File: config.mk
export PLATFORM = sky130hd
export DESIGN_NAME = pc_sequencer
export DESIGN_NICKNAME = d
export VERILOG_FILES = /design/src/rtl/pc_sequencer.sv
export SDC_FILE = /design/constraint.sdc
export NUM_CORES = 1
export LEC_CHECK = 0
export ABC_AREA = 1
export CAP_MARGIN = 15
export CORE_UTILIZATION = 40
export DETAILED_ROUTE_END_ITERATION = 6
export PLACE_DENSITY = 0.7
export SETUP_SLACK_MARGIN = 0.15
export SYNTH_ARGS = -nofsm -noshare
export SYNTH_HDL_FRONTEND = slang
export SYNTH_SLANG_ARGS = --single-unit
File: constraint.sdc
create_clock -name clk -period 2 [get_ports clk]
set_clock_uncertainty 0.15 [all_clocks]
set_input_delay 0.3 -clock clk [delete_from_list [all_inputs] [get_ports clk]]
set_output_delay 0.3 -clock clk [all_outputs]
set_load 0.05 [all_outputs]
File: src/rtl/pc_sequencer.sv
// Program-counter sequencer for the RV32IM single-cycle core: owns the PC,
// selects the next fetch address and turns misaligned control transfers into traps.
module pc_sequencer #(
   parameter int                  PC_WIDTH     = 32,
   parameter logic [PC_WIDTH-1:0] RESET_VECTOR = 32'h0000_0000,
   parameter logic [PC_WIDTH-1:0] TRAP_VECTOR  = 32'h0000_0100,
   parameter int                  CNT_WIDTH    = 16
) (
   input  logic                 clk,
   input  logic                 rst_n,
   input  logic                 imem_ready,
   input  logic                 stall_req,
   input  logic                 jump_en,
   input  logic [PC_WIDTH-1:0]  jump_target,
   input  logic                 branch_taken,
   input  logic [PC_WIDTH-1:0]  branch_target,
   output logic [PC_WIDTH-1:0]  pc,
   output logic [PC_WIDTH-1:0]  pc_plus_4,
   output logic                 imem_req,
   output logic                 retire,
   output logic                 redirect,
   output logic                 trap_valid,
   output logic [PC_WIDTH-1:0]  trap_epc,
   output logic [PC_WIDTH-1:0]  trap_tval,
   output logic [CNT_WIDTH-1:0] stall_cycles
);

   typedef enum logic [1:0] {
      BOOT = 2'd0,
      RUN  = 2'd1,
      TRAP = 2'd2
   } seqState_e;

   seqState_e             state_q, state_d;
   logic [PC_WIDTH-1:0]   pc_q, pc_d;
   logic [PC_WIDTH-1:0]   epc_q, epc_d;
   logic [PC_WIDTH-1:0]   tval_q, tval_d;
   logic [CNT_WIDTH-1:0]  stall_q, stall_d;

   logic                  advance;
   logic                  ctrlSel;
   logic                  misaligned;
   logic [PC_WIDTH-1:0]   targetSel;

   assign pc_plus_4 = pc_q + PC_WIDTH'(4);

   // Only jump/branch targets can be misaligned; the sequential path never traps.
   always_comb begin
      ctrlSel   = 1'b0;
      targetSel = pc_plus_4;
      if (jump_en) begin
         ctrlSel   = 1'b1;
         targetSel = jump_target;
      end else if (branch_taken) begin
         ctrlSel   = 1'b1;
         targetSel = branch_target;
      end
   end

   assign misaligned = ctrlSel && (targetSel[1:0] != 2'b00);
   assign advance    = (state_q == RUN) && imem_ready && !stall_req;

   always_comb begin
      state_d  = state_q;
      pc_d     = pc_q;
      epc_d    = epc_q;
      tval_d   = tval_q;
      stall_d  = stall_q;
      imem_req = 1'b0;
      retire   = 1'b0;
      redirect = 1'b0;
      case (state_q)
         BOOT: begin
            state_d = RUN;
         end
         RUN: begin
            imem_req = 1'b1;
            if (!advance) begin
               if (!(&stall_q)) begin
                  stall_d = stall_q + 1'b1;
               end
            end else if (misaligned) begin
               epc_d   = pc_q;
               tval_d  = targetSel;
               state_d = TRAP;
            end else begin
               retire   = 1'b1;
               redirect = ctrlSel;
               pc_d     = targetSel;
            end
         end
         TRAP: begin
            redirect = 1'b1;
            pc_d     = TRAP_VECTOR;
            state_d  = RUN;
         end
         default: begin
            state_d = BOOT;
         end
      endcase
   end

   always_ff @(posedge clk or negedge rst_n) begin
      if (!rst_n) begin
         state_q <= BOOT;
         pc_q    <= RESET_VECTOR;
         epc_q   <= '0;
         tval_q  <= '0;
         stall_q <= '0;
      end else begin
         state_q <= state_d;
         pc_q    <= pc_d;
         epc_q   <= epc_d;
         tval_q  <= tval_d;
         stall_q <= stall_d;
      end
   end

   assign pc           = pc_q;
   assign trap_valid   = (state_q == TRAP);
   assign trap_epc     = epc_q;
   assign trap_tval    = tval_q;
   assign stall_cycles = stall_q;

endmodule

==> results.sh <==
export IMPL_clkTransAtPathRegs_ns=0.06
export IMPL_gr_usage_all_layers_pct=29.1
export IMPL_start_util_pct=41.4
export IMPL_start_kind="flop"
export IMPL_whs_ns=0.198
export IMPL_postSynthAreaPerCell_um2=7.09
export IMPL_ctsRootBufferMaster="clkbuf_16"
export IMPL_slew_viol_final=0
export IMPL_switchingPower_mw=9.87
export IMPL_setup_viol=43
export IMPL_maxCapViolCount=0
export IMPL_grt_overflow_total=0
export IMPL_dp_hpwl_um=16300
export IMPL_worstMarginPinSlew_ns=0.520
export IMPL_port_buffers=217
export IMPL_rsz0062_at_grt="true"
export IMPL_synthTopCellsByCount="nand2_1, dfrtp_1, nor2_1, inv_1, o21ai_0"
export IMPL_die_w_um=128
export IMPL_outcome="complete, but fails checks"
export IMPL_core_rowCount=45
export IMPL_cts_made_buffers=17
export IMPL_synth_seq_cells=114
export IMPL_first_global_vias=6970
export IMPL_synth_nets=973
export IMPL_synth_area_leaders="dfrtp_1, nand2_1, nor2_1"
export IMPL_cp_slowest_stage_delay_ns=0.40
export IMPL_yosysMostFrequentCell="nand2_1"
export IMPL_period_share_pct=125
export IMPL_grt_pass1_wl_um=36300
export IMPL_grt_met1_usage_pct=35.8
export IMPL_cts_htree_levels=4
export IMPL_ir_worst_vdd_mv=1.25
export IMPL_yosysWarnings=0
export IMPL_seqPwrFrac_pct=21.6
export IMPL_use_met2_pct=49.9
export IMPL_vias=7358
export IMPL_first_pass_iters=5
export IMPL_cp_required_ns=1.55
export IMPL_nets=1288
export IMPL_ys_async_sr_fraction_pct=100
export IMPL_path_delay_family="simple AND/OR/NAND/NOR gates"
export IMPL_critPathSlowestCell="dfrtp_2"
export IMPL_ant_nets=0
export IMPL_power_leakage_nw=5.43
export IMPL_clock_latency_ns=0.42
export IMPL_reg2reg_slack_ns=-0.14
export IMPL_cp_max_fo=5
export IMPL_worstPathCellList="buf_6 > clkinvlp_4 > nor2_4 > nand2_4 > nor2_4 > nand2_1 > nand2_2 > nand2_4 > buf_12"
export IMPL_worstPathArrival_ns=2.05
export IMPL_hold_viol=0
export IMPL_syn_area_um2=6360
export IMPL_synthCells=897
export IMPL_wl_um=25600
export IMPL_postLayoutCoreUtil_pct=75.3
export IMPL_p_sw_share_pct=50.3
export IMPL_worst_setup_path_type="flop to output port"
export IMPL_synth_edff_count=0
export IMPL_cts_sinks=114
export IMPL_dpl_cell_count=1352
export IMPL_cts_tree="done"
export IMPL_grt_max_degree=47
export IMPL_cts_buffer_depth=2
export IMPL_first_iter_violations=601
export IMPL_powerDensity_nw_per_um2=1690
export IMPL_violations="negative setup slack"
export IMPL_synth_top_area_cell="dfrtp_1"
export IMPL_instances_no_fill=1437
export IMPL_io_pin_count=218
export IMPL_dpl_worst_slack_ns=-0.210
export IMPL_ys_flop_type="dfrtp_1"
export IMPL_core_area_um2=15400
export IMPL_path_buf_inv=3
export IMPL_grt_busiest_layer="met2"
export IMPL_synthDistinctLibCells=31
export IMPL_grtUsageMet3_pct=6.30
export IMPL_dieArea_um2=16400
export IMPL_min_period_ns=2.50
export IMPL_relSlewSlack_pct=65.5
export IMPL_wl_per_cell_um=17.8
export IMPL_viasPerCell=5.12
export IMPL_area_growth_pct=82.1
export IMPL_antenna_found_initial=0
export IMPL_synth_top_area_share_pct=44.8
export IMPL_fmax_ghz=0.399
export IMPL_worstHoldPathType="input pin to asynchronous set/reset pin"
export IMPL_drc=0
export IMPL_setup_ws_ns=-0.504
export IMPL_p_comb_share_pct=61.9
export IMPL_gp_congestion=0.857
export IMPL_drive_gt1_share_pct=38.9
export IMPL_p_int_mw=9.74
export IMPL_ys_seq_area_share_pct=44.8
export IMPL_die_height_um=128
export IMPL_endpoint_kind="output port"
export IMPL_p_clk_share_pct=16.5
[cell usage in the layout, fill, tap and decap left out, drive strengths merged, types with 4 or more instances in the layout]
master | netlist | final
nor3 | 5 | 5
dlygate4sd2 | 0 | 39
clkbuf | 13 | 27
a31oi | 6 | 6
nand3 | 45 | 45
clkdlybuf4s50 | 0 | 66
nand2 | 386 | 387
a21oi | 16 | 16
xor2 | 16 | 16
xnor2 | 5 | 5
o21ai | 74 | 74
bufinv | 0 | 4
dfrtp | 114 | 114
clkinv | 0 | 6
ha | 6 | 6
inv | 67 | 64
nor2 | 114 | 114
buf | 22 | 217
[sequential cells by signal, summed over array words and instances (netlist names)]
register      flops
state_q           2
trap_tval        32
pc               32
trap_epc         32
stall_cycles     16
[kinds of logic (layout without fill, tap and decap cells)]
logic type | Yosys count | count (layout) | share of synthesized area [%]
buf+inv | 102 | 429 | 7.14
flops | 114 | 114 | 44.8
simple gates | 557 | 558 | 35.7
compound gates | 97 | 97 | 8.20
fa+ha+maj | 6 | 6 | 1.18
xor+xnor | 21 | 21 | 2.89
other cells | 0 | 1 | 0
[layer usage]
| layer | share of wire [%] | routed length (um) |
|---|---|---|
| met2 | 51 | 13100 |
| met5 | 0 | 0 |
| met4 | 2.6 | 678 |
| met3 | 7.0 | 1800 |
| met1 | 39 | 10100 |
[power by group through the flow]
stage	Combinational, mW	Sequential (mW)	Clock (mW)
finish	12.1	4.23	3.24
global route	12.7	4.34	3.36
CTS	11.4	4.10	3.25
detailed placement	11.2	4.11	0
global placement	11.1	4.12	0
floorplan	3.46	7.41	0
[worst paths after layout]
kind | from | endpoint | cells past startpoint
setup / recovery | pc[2]$_DFFE_PN0P_ | pc_plus_4[21] | 9
hold / removal | rst_n | trap_tval[18]$_DFFE_PN0P_ | 2
setup reg to reg | pc[2]$_DFFE_PN0P_ | pc[21]$_DFFE_PN0P_ | 13
hold reg to reg | trap_tval[23]$_DFFE_PN0P_ | trap_tval[23]$_DFFE_PN0P_ | 2
max in group asynchronous | rst_n | pc[10]$_DFFE_PN0P_ | 3
min in group clk | jump_en | trap_tval[2]$_DFFE_PN0P_ | 6
[worst register-to-register path: stages, from the launching register on]
cell and delay [ns]:
dfrtp_2 0.40, buf_6 0.12, clkinvlp_4 0.11, nor2_4 0.20, nand2_4 0.13, nor2_4 0.23
nand2_1 0.12, nand2_2 0.12, buf_4 0.12, nand3_2 0.05, nand2_1 0.08, nand2_2 0.07
nand2_1 0.07, nand2_1 0.06
[metrics by stage]
step	power (mW)	cell area (um^2)	setup TNS (ns)
after floorplan	10.9	6760	-10.56
after global placement	15.2	9710	-11.47
after detailed placement	15.3	9710	-15.70
after CTS	18.7	10800	-9.28
after global routing	20.4	11600	-15.19
final	19.6	11600	-12.25
[cell type report]
type / count / area (um^2)
multi-input cells: 682 / 4050
fillers: 1134 / 3790
repair buffers: 330 / 3500
flip-flops and latches: 114 / 2870
clock buffers: 22 / 464
inverters: 67 / 282
well taps: 211 / 264
clock inverters: 10 / 156
diodes: 1 / 2.50
[timing repair]
| item | in CTS | in global routing |
|---|---|---|
| gates resized for setup | 117 | 164 |
| gates cloned | 0 | 9 |
| endpoints found under the setup margin | 105 | 132 |
| hold buffers | 1 | 0 |
| setup buffers | 22 | 20 |
| hold endpoints to repair | 22 | 0 |
| pin swaps | 37 | 48 |
No activity file was read; power rests on OpenSTA's default activity.
